$ cat src/rtl/wasm_pkg.sv
// Shared WASM definitions: section ids, header bytes, loader error codes and FSM states.
package wasm_pkg;

    localparam logic [7:0]  SEC_IMPORT  = 8'd2;
    localparam logic [7:0]  SEC_START   = 8'd8;
    localparam logic [7:0]  SEC_CODE    = 8'd10;
    // Magic "\0asm" followed by version 1, in file order.
    localparam logic [63:0] WASM_HEADER = 64'h0061736D_01000000;

    typedef enum logic [2:0] {
        ERR_NONE      = 3'd0,
        ERR_MAGIC     = 3'd1,
        ERR_VERSION   = 3'd2,
        ERR_LEB       = 3'd3,
        ERR_IMPORT    = 3'd4,
        ERR_TRUNC     = 3'd5,
        ERR_START_IDX = 3'd6
    } err_e;

    typedef enum logic [3:0] {
        ST_MAGIC,
        ST_SEC_ID,
        ST_SEC_SIZE,
        ST_SKIP,
        ST_START_IDX,
        ST_CODE_COUNT,
        ST_BODY_SIZE,
        ST_BODY_SKIP,
        ST_LOCAL_COUNT,
        ST_LOCAL_N,
        ST_LOCAL_TYPE,
        ST_DONE,
        ST_ERROR
    } state_e;

    function automatic logic [7:0] header_byte(input logic [2:0] idx);
        return WASM_HEADER[8*(7 - int'(idx)) +: 8];
    endfunction

endpackage

$ cat src/rtl/wasm_leb128_u32.sv
// Unsigned LEB128 (u32) accumulator; value/done/overflow describe the field including the byte presented now.
import wasm_pkg::*;

module wasm_leb128_u32 #(
    parameter int MAX_LEB = 5
) (
    input  logic        clk,
    input  logic        rst_n,
    input  logic        clear_i,
    input  logic        byte_valid_i,
    input  logic [7:0]  byte_i,
    output logic [31:0] value_o,
    output logic        done_o,
    output logic        overflow_o
);

    logic [31:0] acc_q, acc_d;
    logic [2:0]  k_q, k_d;
    logic [31:0] payload;
    logic [4:0]  shamt;
    logic        last_k;

    always_comb begin
        shamt      = 5'(7 * k_q);
        payload    = {25'd0, byte_i[6:0]} << shamt;
        last_k     = (k_q == 3'(MAX_LEB - 1));
        value_o    = acc_q | payload;
        // The final byte of a u32 may carry only 4 payload bits and no continuation.
        overflow_o = byte_valid_i && last_k && (byte_i[7] || (byte_i[6:4] != 3'd0));
        done_o     = byte_valid_i && !byte_i[7] && !overflow_o;

        acc_d = acc_q;
        k_d   = k_q;
        if (clear_i) begin
            acc_d = 32'd0;
            k_d   = 3'd0;
        end else if (byte_valid_i) begin
            if (done_o || overflow_o) begin
                acc_d = 32'd0;
                k_d   = 3'd0;
            end else begin
                acc_d = value_o;
                k_d   = k_q + 3'd1;
            end
        end
    end

    always_ff @(posedge clk or negedge rst_n) begin
        if (!rst_n) begin
            acc_q <= 32'd0;
            k_q   <= 3'd0;
        end else begin
            acc_q <= acc_d;
            k_q   <= k_d;
        end
    end

endmodule

$ cat src/rtl/wasm_loader.sv
// Boot-time WASM parser: validates the header, walks sections over the byte-wide ROM port and
// reports the offset of the start function's first opcode.
import wasm_pkg::*;

module wasm_loader #(
    parameter logic [31:0] ROM_BASE = 32'h0,
    parameter int unsigned ROM_SIZE = 65536,
    parameter int          MAX_LEB  = 5
) (
    input  logic        clk,
    input  logic        rst_n,
    output logic [31:0] addr,
    output logic        memory_read_en,
    input  logic [7:0]  data_out,
    input  logic        memory_ready,
    output logic        rom_mapped,
    output logic [31:0] first_instruction,
    output logic        parse_error,
    output logic [2:0]  error_code
);

    state_e      state_q;
    err_e        err_q;
    logic [31:0] offset_q;
    logic [31:0] start_idx_q;
    logic [31:0] size_q;
    logic [31:0] body_idx_q;
    logic [31:0] locals_q;
    logic [31:0] first_instr_q;
    logic [7:0]  sec_id_q;
    logic [2:0]  hdr_idx_q;
    logic        read_en_q;
    logic        rom_mapped_q;
    logic        parse_error_q;

    logic        need_byte, leb_active, capture, leb_valid;
    logic        leb_done, leb_ovf, at_bound, skip_bad;
    logic [31:0] leb_value;
    logic [32:0] skip_sum;
    logic        err_hit;
    err_e        err_val;

    assign need_byte  = state_q inside {ST_MAGIC, ST_SEC_ID, ST_SEC_SIZE, ST_START_IDX,
                                        ST_CODE_COUNT, ST_BODY_SIZE, ST_LOCAL_COUNT,
                                        ST_LOCAL_N, ST_LOCAL_TYPE};
    assign leb_active = state_q inside {ST_SEC_SIZE, ST_START_IDX, ST_CODE_COUNT,
                                        ST_BODY_SIZE, ST_LOCAL_COUNT, ST_LOCAL_N};
    assign capture    = read_en_q && memory_ready;
    assign leb_valid  = capture && leb_active;
    assign at_bound   = offset_q >= 32'(ROM_SIZE);
    // A carry out of bit 31 always exceeds ROM_SIZE, so one compare covers both cases.
    assign skip_sum   = {1'b0, offset_q} + {1'b0, size_q};
    assign skip_bad   = skip_sum > 33'(ROM_SIZE);

    wasm_leb128_u32 #(
        .MAX_LEB (MAX_LEB)
    ) u_leb (
        .clk          (clk),
        .rst_n        (rst_n),
        .clear_i      (!leb_active),
        .byte_valid_i (leb_valid),
        .byte_i       (data_out),
        .value_o      (leb_value),
        .done_o       (leb_done),
        .overflow_o   (leb_ovf)
    );

    always_comb begin
        err_hit = 1'b0;
        err_val = ERR_NONE;
        if (need_byte && !read_en_q && at_bound) begin
            err_hit = 1'b1;
            err_val = ERR_TRUNC;
        end else if (leb_ovf) begin
            err_hit = 1'b1;
            err_val = ERR_LEB;
        end else if (capture && state_q == ST_MAGIC && data_out != header_byte(hdr_idx_q)) begin
            err_hit = 1'b1;
            err_val = (hdr_idx_q < 3'd4) ? ERR_MAGIC : ERR_VERSION;
        end else if (leb_done && state_q == ST_SEC_SIZE && sec_id_q == SEC_IMPORT) begin
            err_hit = 1'b1;
            err_val = ERR_IMPORT;
        end else if (leb_done && state_q == ST_CODE_COUNT && start_idx_q >= leb_value) begin
            err_hit = 1'b1;
            err_val = ERR_START_IDX;
        end else if ((state_q == ST_SKIP || state_q == ST_BODY_SKIP) && skip_bad) begin
            err_hit = 1'b1;
            err_val = ERR_TRUNC;
        end
    end

    always_ff @(posedge clk or negedge rst_n) begin
        if (!rst_n) begin
            state_q       <= ST_MAGIC;
            err_q         <= ERR_NONE;
            offset_q      <= 32'd0;
            start_idx_q   <= 32'd0;
            size_q        <= 32'd0;
            body_idx_q    <= 32'd0;
            locals_q      <= 32'd0;
            first_instr_q <= 32'd0;
            sec_id_q      <= 8'd0;
            hdr_idx_q     <= 3'd0;
            read_en_q     <= 1'b0;
            rom_mapped_q  <= 1'b0;
            parse_error_q <= 1'b0;
        end else if (err_hit) begin
            state_q       <= ST_ERROR;
            err_q         <= err_val;
            parse_error_q <= 1'b1;
            read_en_q     <= 1'b0;
        end else begin
            // Requests start only once ready is seen low, so a stale ready never completes a read.
            if (need_byte && !read_en_q && !memory_ready) begin
                read_en_q <= 1'b1;
            end
            if (capture) begin
                read_en_q <= 1'b0;
                offset_q  <= offset_q + 32'd1;
            end

            case (state_q)
                ST_MAGIC: if (capture) begin
                    if (hdr_idx_q == 3'd7) state_q <= ST_SEC_ID;
                    else                   hdr_idx_q <= hdr_idx_q + 3'd1;
                end
                ST_SEC_ID: if (capture) begin
                    sec_id_q <= data_out;
                    state_q  <= ST_SEC_SIZE;
                end
                ST_SEC_SIZE: if (leb_done) begin
                    size_q <= leb_value;
                    case (sec_id_q)
                        SEC_START: state_q <= ST_START_IDX;
                        SEC_CODE:  state_q <= ST_CODE_COUNT;
                        default:   state_q <= ST_SKIP;
                    endcase
                end
                ST_SKIP: begin
                    offset_q <= skip_sum[31:0];
                    state_q  <= ST_SEC_ID;
                end
                ST_START_IDX: if (leb_done) begin
                    start_idx_q <= leb_value;
                    state_q     <= ST_SEC_ID;
                end
                ST_CODE_COUNT: if (leb_done) begin
                    body_idx_q <= 32'd0;
                    state_q    <= ST_BODY_SIZE;
                end
                ST_BODY_SIZE: if (leb_done) begin
                    size_q <= leb_value;
                    if (body_idx_q != start_idx_q) state_q <= ST_BODY_SKIP;
                    else                           state_q <= ST_LOCAL_COUNT;
                end
                ST_BODY_SKIP: begin
                    offset_q   <= skip_sum[31:0];
                    body_idx_q <= body_idx_q + 32'd1;
                    state_q    <= ST_BODY_SIZE;
                end
                ST_LOCAL_COUNT: if (leb_done) begin
                    locals_q <= leb_value;
                    if (leb_value == 32'd0) state_q <= ST_DONE;
                    else                    state_q <= ST_LOCAL_N;
                end
                ST_LOCAL_N: if (leb_done) begin
                    state_q <= ST_LOCAL_TYPE;
                end
                ST_LOCAL_TYPE: if (capture) begin
                    locals_q <= locals_q - 32'd1;
                    if (locals_q == 32'd1) state_q <= ST_DONE;
                    else                   state_q <= ST_LOCAL_N;
                end
                ST_DONE: begin
                    first_instr_q <= offset_q;
                    rom_mapped_q  <= 1'b1;
                end
                default: ;
            endcase
        end
    end

    assign addr              = ROM_BASE + offset_q;
    assign memory_read_en    = read_en_q;
    assign rom_mapped        = rom_mapped_q;
    assign first_instruction = first_instr_q;
    assign parse_error       = parse_error_q;
    assign error_code        = err_q;

endmodule
$ cat config.mk
export PLATFORM = sky130hd
export DESIGN_NAME = wasm_loader
export DESIGN_NICKNAME = d
export VERILOG_FILES = /design/src/rtl/wasm_pkg.sv /design/src/rtl/wasm_leb128_u32.sv /design/src/rtl/wasm_loader.sv
export SDC_FILE = /design/constraint.sdc
export NUM_CORES = 1
export LEC_CHECK = 0
export CAP_MARGIN = 10
export CORE_UTILIZATION = 50
export DETAILED_ROUTE_END_ITERATION = 16
export PLACE_DENSITY = 0.68
export SYNTH_ARGS = -nofsm -noshare
export SYNTH_HDL_FRONTEND = slang
export SYNTH_HIERARCHICAL = 1
export SYNTH_SLANG_ARGS = --single-unit
$ cat constraint.sdc
create_clock -name clk -period 7.9 [get_ports clk]
set_input_delay 1.185 -clock clk [delete_from_list [all_inputs] [get_ports clk]]
set_output_delay 1.185 -clock clk [all_outputs]
set_load 0.02 [all_outputs]
==> results.txt, run 1 <==
The setup TNS came out at 0 ns. For this run, the leading register cell type out of synthesis is sky130_fd_sc_hd__dfrtp_1. Clock latency on the worst-skew pair, taken at its later pin, is 0.59 ns. The HPWL after detailed placement is 37.2 mm. The total via count after detailed routing came out at 14,882. The total length of routed wires is 50.4 mm. The count of routing violations after the opening detailed-route iteration is 1,559.

The share of flip-flops with an asynchronous set or reset after synthesis came out at 100%. The power density over the cells came out at 272 nW/um^2. The number of nets in the final layout is 1,975. The leakage power of the design came out at 7.78 nW. The final max-slew violation count is 0. The wire length of the first global-routing pass is 79.5 mm. The maximum resistive drop on vdd is 0.240 mV. After floorplanning, the core was divided into 65 placement rows. The post-route minimum period is 7.52 ns. Setup repair after global routing left no endpoint under its margin. The setup path with the least slack is of type register to register. The endpoint class of the critical path is a register. The clock sink count came out at 248.

After synthesis the cells add up to 16,200 um^2. The max-capacitance violation count is 0. The number of distinct library cells after synthesis is 97.

TritonCTS built the clock tree. The run finished with clean final reports. The non-filler instance count after layout is 2,304.

The number of levels the H-tree was split into came out at 1. The number of antenna violations at the first check in global routing came out at 0. The tightest min-delay check is of the register to register type.

The share of the Yosys chip area taken by registers is 38.2%. The cell class contributing the biggest share of worst-path delay is compound AO/OA/AOI/OAI gates. The via count normalized by instance count came out at 6.46.

The finished cells cover 18,200 um^2. The clock transition at the register clock pins on the worst setup and hold paths after CTS came out at 0.06 ns. The number of global-route vias before repair is 13,988. The biggest cell delay along the critical path came out at 0.73 ns. The number of hold violations in the final report came out at 0. Measured along the x axis, the die boundary spans 182 um. The die covers 33,200 um^2. The critical path data required time came out at 8.37 ns. Timing would allow up to 133 MHz. The tree is rooted in a sky130_fd_sc_hd__clkbuf_16. The number of optimization iterations in the first detailed-route pass is 6. Headroom to the max-slew limit came out at 20.8%. The critical path buffer and inverter count came out at 3. The final weighted congestion in routability-driven placement came out at 0.951. The total of buffers placed on input and output ports came out at 80. The final clock skew came out at 0.0115 ns. The instance count after placement with tap cells included came out at 2,252. The library cells used most frequently in the layout, excluding fill and tap cells, are sky130_fd_sc_hd__dfrtp_1 (248), sky130_fd_sc_hd__nand2_1 (210), sky130_fd_sc_hd__o21ai_0 (160). The core region is 31,700 um^2.

Measured along the y axis, the die boundary spans 182 um. The number of enable-type register cells in the synthesized netlist came out at 0. Among all stages on the critical path, the largest delay is contributed by sky130_fd_sc_hd__dfrtp_1. During synthesis, Yosys emitted a total of 6 warnings. The clock buffer count from CTS is 30. The fraction of the core area covered by cells at the end of the flow came out at 57.5%. The maximum fanout along the worst path is 37.

Dividing the detail-routed wire length by the instance count gives 21.9 um. At the pin with the least slew margin, the transition time is 1.19 ns. The effective utilization at floorplan is 51.2%. The library cell used most frequently in the layout, excluding fill and tap cells, is sky130_fd_sc_hd__dfrtp_1. In the global route stage, overall resource usage came out at 30.4%. The post-route antenna net violation count is 0. The final setup violation count is 0. The post-synthesis instance total came out at 1,851. After synthesis the netlist holds a flip-flop and latch count of 248. The mean instance size in the synthesized netlist is 8.77 um^2. The arrival time at the worst endpoint came out at 7.99 ns. The element type at the critical path start is a register.

The number of buffers added for setup after CTS came out at 0. Entering global routing, the biggest net connects 139 pins. Cells with a size suffix above 1 make up 8.62% of the layout. The post-synthesis net count came out at 1,944. The signal on the critical path passes through fa_1 -> ha_1 -> inv_1 -> fa_1 -> or3b_1 -> a21oi_1 -> a31oi_2 -> o31ai_1 -> inv_1 -> ha_1 -> a21oi_1 -> nor2_1 -> a2111oi_0 -> o211ai_1 -> a41oi_1 -> nand2_1 -> nor2_2 -> a21oi_4 -> buf_4 -> or2_2 -> o41ai_1. The count of pins on the block boundary came out at 81.

The largest buffer count on any clock path is 3. The global route total overflow is 0. The number of antenna cells inserted is 0. The total DRC errors in the routed layout came out at 0.

After layout, the worst path uses 95.2% of the clock period. The area growth from synthesis to final layout came out at 12.4%. The placed standard-cell area is 17,300 um^2.
[layout make-up]
cell class,count,area [um^2]
timing repair buffer,105,1010
sequential,248,6210
multi-input combinational,1436,9360
clock buffer,41,842
inverter,61,229
clock inverter,11,93.8
tap,402,503
fill,2891,13500
[synthesized netlist by cell type (16+ instances only)]
cell / n / area [um^2]
sky130_fd_sc_hd__nor3_1: 46 / 230
sky130_fd_sc_hd__and3_1: 28 / 175
sky130_fd_sc_hd__o21ai_0: 160 / 801
sky130_fd_sc_hd__mux2i_1: 16 / 160
sky130_fd_sc_hd__clkbuf_1: 81 / 304
sky130_fd_sc_hd__dfrtp_1: 248 / 6210
sky130_fd_sc_hd__ha_1: 79 / 988
sky130_fd_sc_hd__o22ai_1: 16 / 100
sky130_fd_sc_hd__nor2_1: 128 / 480
sky130_fd_sc_hd__nor4_1: 27 / 169
sky130_fd_sc_hd__o31ai_1: 54 / 405
sky130_fd_sc_hd__a31oi_1: 27 / 169
sky130_fd_sc_hd__nand2b_1: 26 / 163
sky130_fd_sc_hd__xnor2_1: 46 / 403
sky130_fd_sc_hd__or3_1: 18 / 113
sky130_fd_sc_hd__mux2_2: 44 / 495
sky130_fd_sc_hd__nand2_1: 210 / 788
sky130_fd_sc_hd__nand4_1: 41 / 257
sky130_fd_sc_hd__nand3_1: 63 / 315
sky130_fd_sc_hd__a21oi_1: 107 / 536
sky130_fd_sc_hd__a21o_1: 28 / 210
sky130_fd_sc_hd__inv_1: 59 / 221
[metrics by stage]
stage	setup slack (ns)	total power, mW	hold slack (ns)
after floorplan	2.40	2.92	0.443
after global placement	0.783	3.60	0.453
after detailed placement	0.372	3.63	0.465
after CTS	0.364	4.97	0.478
after global routing	0.0168	5.21	0.500
final	0.377	4.97	0.475
[flip-flops by register name, summed over array words and instances, names as in the netlist]
name / flops
body_idx_q: 32
u_leb/k_q: 3
error_code: 3
offset_q: 32
start_idx_q: 32
hdr_idx_q: 3
state_q: 4
rom_mapped: 1
sec_id_q: 8
first_instruction: 32
size_q: 32
memory_read_en: 1
parse_error: 1
u_leb/acc_q: 32
locals_q: 32
[cell families (layout without fill, tap and decap cells)]
group / after synthesis / count (layout) / synth area share, %
simple gates: 661 / 661 / 20.1
xor+xnor: 59 / 59 / 3.28
buf+inv: 167 / 218 / 4.18
flops: 248 / 248 / 38.2
fa+ha+maj: 82 / 82 / 6.46
mux: 62 / 62 / 4.27
compound gates: 572 / 572 / 23.4
[what timing repair did]
action / CTS / global route
hold buffers: 0 / 0
gates resized for setup: 0 / 2
endpoints found under the setup margin: 0 / 16
endpoints found under the hold margin: 0 / 0
[path summary, 6_finish.rpt]
path,startpoint,end,slack [ns],depth (start not counted)
setup / recovery,u_leb/k_q[0],body_idx_q[23],0.38,21
hold / removal,u_leb/acc_q[10],u_leb/acc_q[10],0.48,2
setup reg to reg,u_leb/k_q[0],body_idx_q[23],0.38,21
hold reg to reg,u_leb/acc_q[10],u_leb/acc_q[10],0.48,2
max in group asynchronous,rst_n,locals_q[23],6.00,2
min in group asynchronous,rst_n,first_instruction[9],0.61,1
[worst register-to-register path: stages, from the launching register on]
cell                        delay [ns]
sky130_fd_sc_hd__dfrtp_1          0.73
sky130_fd_sc_hd__fa_1             0.51
sky130_fd_sc_hd__ha_1             0.20
sky130_fd_sc_hd__inv_1            0.06
sky130_fd_sc_hd__fa_1             0.64
sky130_fd_sc_hd__or3b_1           0.44
sky130_fd_sc_hd__a21oi_1          0.17
sky130_fd_sc_hd__a31oi_2          0.12
sky130_fd_sc_hd__o31ai_1          0.67
sky130_fd_sc_hd__inv_1            0.18
sky130_fd_sc_hd__ha_1             0.34
sky130_fd_sc_hd__a21oi_1          0.14
sky130_fd_sc_hd__nor2_1           0.06
sky130_fd_sc_hd__a2111oi_0        0.47
sky130_fd_sc_hd__o211ai_1         0.20
sky130_fd_sc_hd__a41oi_1          0.44
sky130_fd_sc_hd__nand2_1          0.51
sky130_fd_sc_hd__nor2_2           0.42
sky130_fd_sc_hd__a21oi_4          0.16
sky130_fd_sc_hd__buf_4            0.31
sky130_fd_sc_hd__or2_2            0.41
sky130_fd_sc_hd__o41ai_1          0.26
[per-layer routing]
metal  vias to the layer above  track usage, %  routed length, um
met5                         -               0                  0
met4                         0            10.2               1610
met3                        99            4.71               3460
met2                       608            49.1              23600
met1                      7234            41.7              21700
li1                       6941               -                  -
[where the power goes]
| part | switching, mW | internal [mW] |
|---|---|---|
| clock network | 0.554 | 0.770 |
| logic | 1.18 | 0.712 |
| registers | 0.285 | 1.46 |
Power figures use the tool's default switching activity.
==> run 2, diff against run 1 <==
DONT_BUFFER_PORTS = 1   (was default)
PLACE_DENSITY = default   (was 0.68)
==> results.txt, run 2 (same netlist as run 1, synthesis figures left out) <==
Setup repair after global routing left no endpoint under its margin. The top layer reached by signal wires is met4. Relative to the synthesized area, the layout overhead comes to 7.70%. The length of routed met2 wiring is 22.5 mm (-4.9%).

The height of the die came out at 182 um (unchanged). Leaving out fill and tap cells, the most frequent cell in the layout is sky130_fd_sc_hd__dfrtp_1. The global-route usage over all layers came to 29.9% (-0.54 points). STA classifies the critical path startpoint as a register. The via count normalized by instance count came out at 6.39 (-1.1%). The wire length of the first global-routing pass is 78.1 mm (-1.8%). The post-route minimum period is 7.20 ns (-0.326 ns).

The final weighted congestion in routability-driven placement is 0.948 (-0.23%). The sum of routed wire segments on met1 came to 21.8 mm (+0.12%). The arrival time at the worst endpoint came out at 7.65 ns (-0.34 ns). The count of pins on the block boundary was 81 (unchanged). The total number of placement rows came out at 65 (unchanged). The total DRC errors in the routed layout is 0 (unchanged). The total power after layout is 4.82 mW (-2.9%). The routed wire length on met3 was 2.87 mm (-17%). The total of buffers placed on input and output ports came out at 0 (-100%).

The register-to-register setup slack came out at 0.70 ns (+0.33 ns). The maximum resistive drop on vdd is 0.301 mV (+25%). The fraction of final layout cells with drive strength greater than 1 came out at 8.90% (+0.28 points). The power density over the cells is 276 nW/um^2 (+1.4%). The number of hold violations in the final report came out at 0 (unchanged). The final setup violation count came out at 0 (unchanged). The highest clock rate was 139 MHz (+4.5%). The non-filler instance count after layout came out at 2,222 (-3.6%). The post-cts sizing count came out at 0 (unchanged). The type of the worst setup path is register to register. The endpoint class of the critical path is a register. The final max-slew violation count is 0 (unchanged). The count of routing violations after the opening detailed-route iteration came out at 1,411 (-9.5%). The final worst hold slack came out at 0.310 ns (-0.165 ns). The number of optimization iterations in the first detailed-route pass is 6 (unchanged). The number of levels the H-tree was split into is 1 (unchanged). The instance count after placement with tap cells included came out at 2,171 (-3.6%). The placed standard-cell area came out at 16,500 um^2 (-4.8%).

The clock buffer count from CTS is 29 (-3.3%). The max-capacitance violation count is 0 (unchanged). The area of the die was 33,200 um^2 (unchanged). The worst hold path belongs to the class input port to async pin. The clock tree from TritonCTS is built. The HPWL after detailed placement was 35.5 mm (-4.4%). The later-pin clock latency in the skew report came to 0.58 ns (about the same). The global route total overflow came to 0 (unchanged).

The final cell area excluding filler cells came out at 17,500 um^2 (-4.2%). The top cell types in the final layout, fill and taps aside, are sky130_fd_sc_hd__dfrtp_1 (248), sky130_fd_sc_hd__nand2_1 (210), sky130_fd_sc_hd__o21ai_0 (160). The portion of the clock cycle consumed by the worst path in the final layout came out at 91.1% (-4.1 points). The post-detailed-route wirelength per cell is 22.0 um (+0.54%).

The number of antenna violations at the first check in global routing came out at 0 (unchanged). The largest buffer count on any clock path came to 3 (unchanged). The maximum number of pins on one net before global-route repair is 249 (+79%).

The number of nets in the final layout came out at 1,893 (-4.2%). The cell at the root of the clock tree is sky130_fd_sc_hd__clkbuf_16. The run finished with clean final reports. The final clock skew came out at 0.0191 ns (+0.00766 ns).

The total length of routed wires came out at 48.9 mm (-3.0%). The quantity of hold-fixing buffers added after cts came out at 0 (unchanged). The effective utilization at floorplan came out at 51.2% (unchanged).

The number of buffers added for setup after CTS came out at 0 (unchanged). The worst slew margin relative to its limit is 25.8% (+5.1 points). The clock transition at the register clock pins on the worst setup and hold paths after CTS is 0.06 ns (about the same).

The area of the core came to 31,700 um^2 (unchanged). The maximum fanout along the worst path is 33 (-11%). The horizontal die dimension is 182 um (unchanged).

The total via count after detailed routing is 14,189 (-4.7%). The critical path data required time came to 8.35 ns (-0.02 ns). The post-route antenna net violation count was 0 (unchanged). The setup TNS came out at 0 ns (unchanged). The number of antenna cells inserted is 0 (unchanged).

The transition time at the pin with the least slew margin came out at 1.11 ns (-0.0763 ns). The clock sink count is 248 (unchanged). The number of global-route vias before repair is 13,697 (-2.1%). The leakage power of the design came out at 7.50 nW (-3.6%).
run 2: cell count changes in the layout (fill, tap and decap cells not counted), moves of 3 or more:
cell / previous run / this run
sky130_fd_sc_hd__bufinv_16: 1 / 4
sky130_fd_sc_hd__clkinv_2: 8 / 5
sky130_fd_sc_hd__clkbuf_1: 6 / 3
sky130_fd_sc_hd__clkdlybuf4s50_1: 79 / 0
run 2: per-stage QoR:
step	util [%]	setup slack, ns
after global placement	51.9	0.996
after CTS	55.1	0.777
after floorplan	-	2.40
after detailed placement	51.9	0.823
final	55.1	0.703
after global routing	55.1	0.111
run 2: cell type report:
class / instances / area, um^2
clock buffer: 38 / 820
clock inverter: 13 / 178
fill: 2879 / 14200
inverter: 61 / 229
multi-input combinational: 1436 / 9360
sequential: 248 / 6210
tap: 402 / 503
timing repair buffer: 24 / 180
run 2: power by group:
part / switching [mW] / internal [mW]
clock network: 0.563 / 0.855
registers: 0.437 / 1.46
logic: 0.960 / 0.548
run 2: worst paths after layout:
path	startpoint	to	depth (start not counted)
worst min-delay path	rst_n	first_instruction[8]	0
max in group asynchronous	rst_n	locals_q[30]	0
worst min register to register	u_leb/acc_q[5]	u_leb/acc_q[5]	2
worst max register to register	u_leb/k_q[0]	body_idx_q[23]	22
min in group clk	u_leb/acc_q[5]	u_leb/acc_q[5]	2
worst max-delay path	u_leb/k_q[0]	body_idx_q[23]	22
run 2: worst max-delay path: stages (launching register included):
cell	delay [ns]
sky130_fd_sc_hd__dfrtp_1	0.74
sky130_fd_sc_hd__fa_1	0.51
sky130_fd_sc_hd__ha_1	0.20
sky130_fd_sc_hd__inv_1	0.06
sky130_fd_sc_hd__fa_1	0.64
sky130_fd_sc_hd__or3b_1	0.44
sky130_fd_sc_hd__a21oi_1	0.18
sky130_fd_sc_hd__a31oi_2	0.12
sky130_fd_sc_hd__o31ai_1	0.69
sky130_fd_sc_hd__inv_1	0.19
sky130_fd_sc_hd__ha_1	0.33
sky130_fd_sc_hd__a21oi_1	0.15
sky130_fd_sc_hd__nor2_1	0.07
sky130_fd_sc_hd__a2111oi_0	0.40
sky130_fd_sc_hd__o211ai_1	0.20
sky130_fd_sc_hd__a41oi_1	0.24
sky130_fd_sc_hd__buf_4	0.21
sky130_fd_sc_hd__nand2_1	0.14
sky130_fd_sc_hd__nor2_1	0.42
sky130_fd_sc_hd__a21oi_4	0.17
sky130_fd_sc_hd__buf_4	0.30
sky130_fd_sc_hd__or2_2	0.37
sky130_fd_sc_hd__o41ai_1	0.26
run 2: layer usage:
layer	vias up	global-route usage (%)
li1	6769	-
met4	0	10.1
met5	-	0.296
met1	6869	41.2
met3	102	4.53
met2	449	47.8
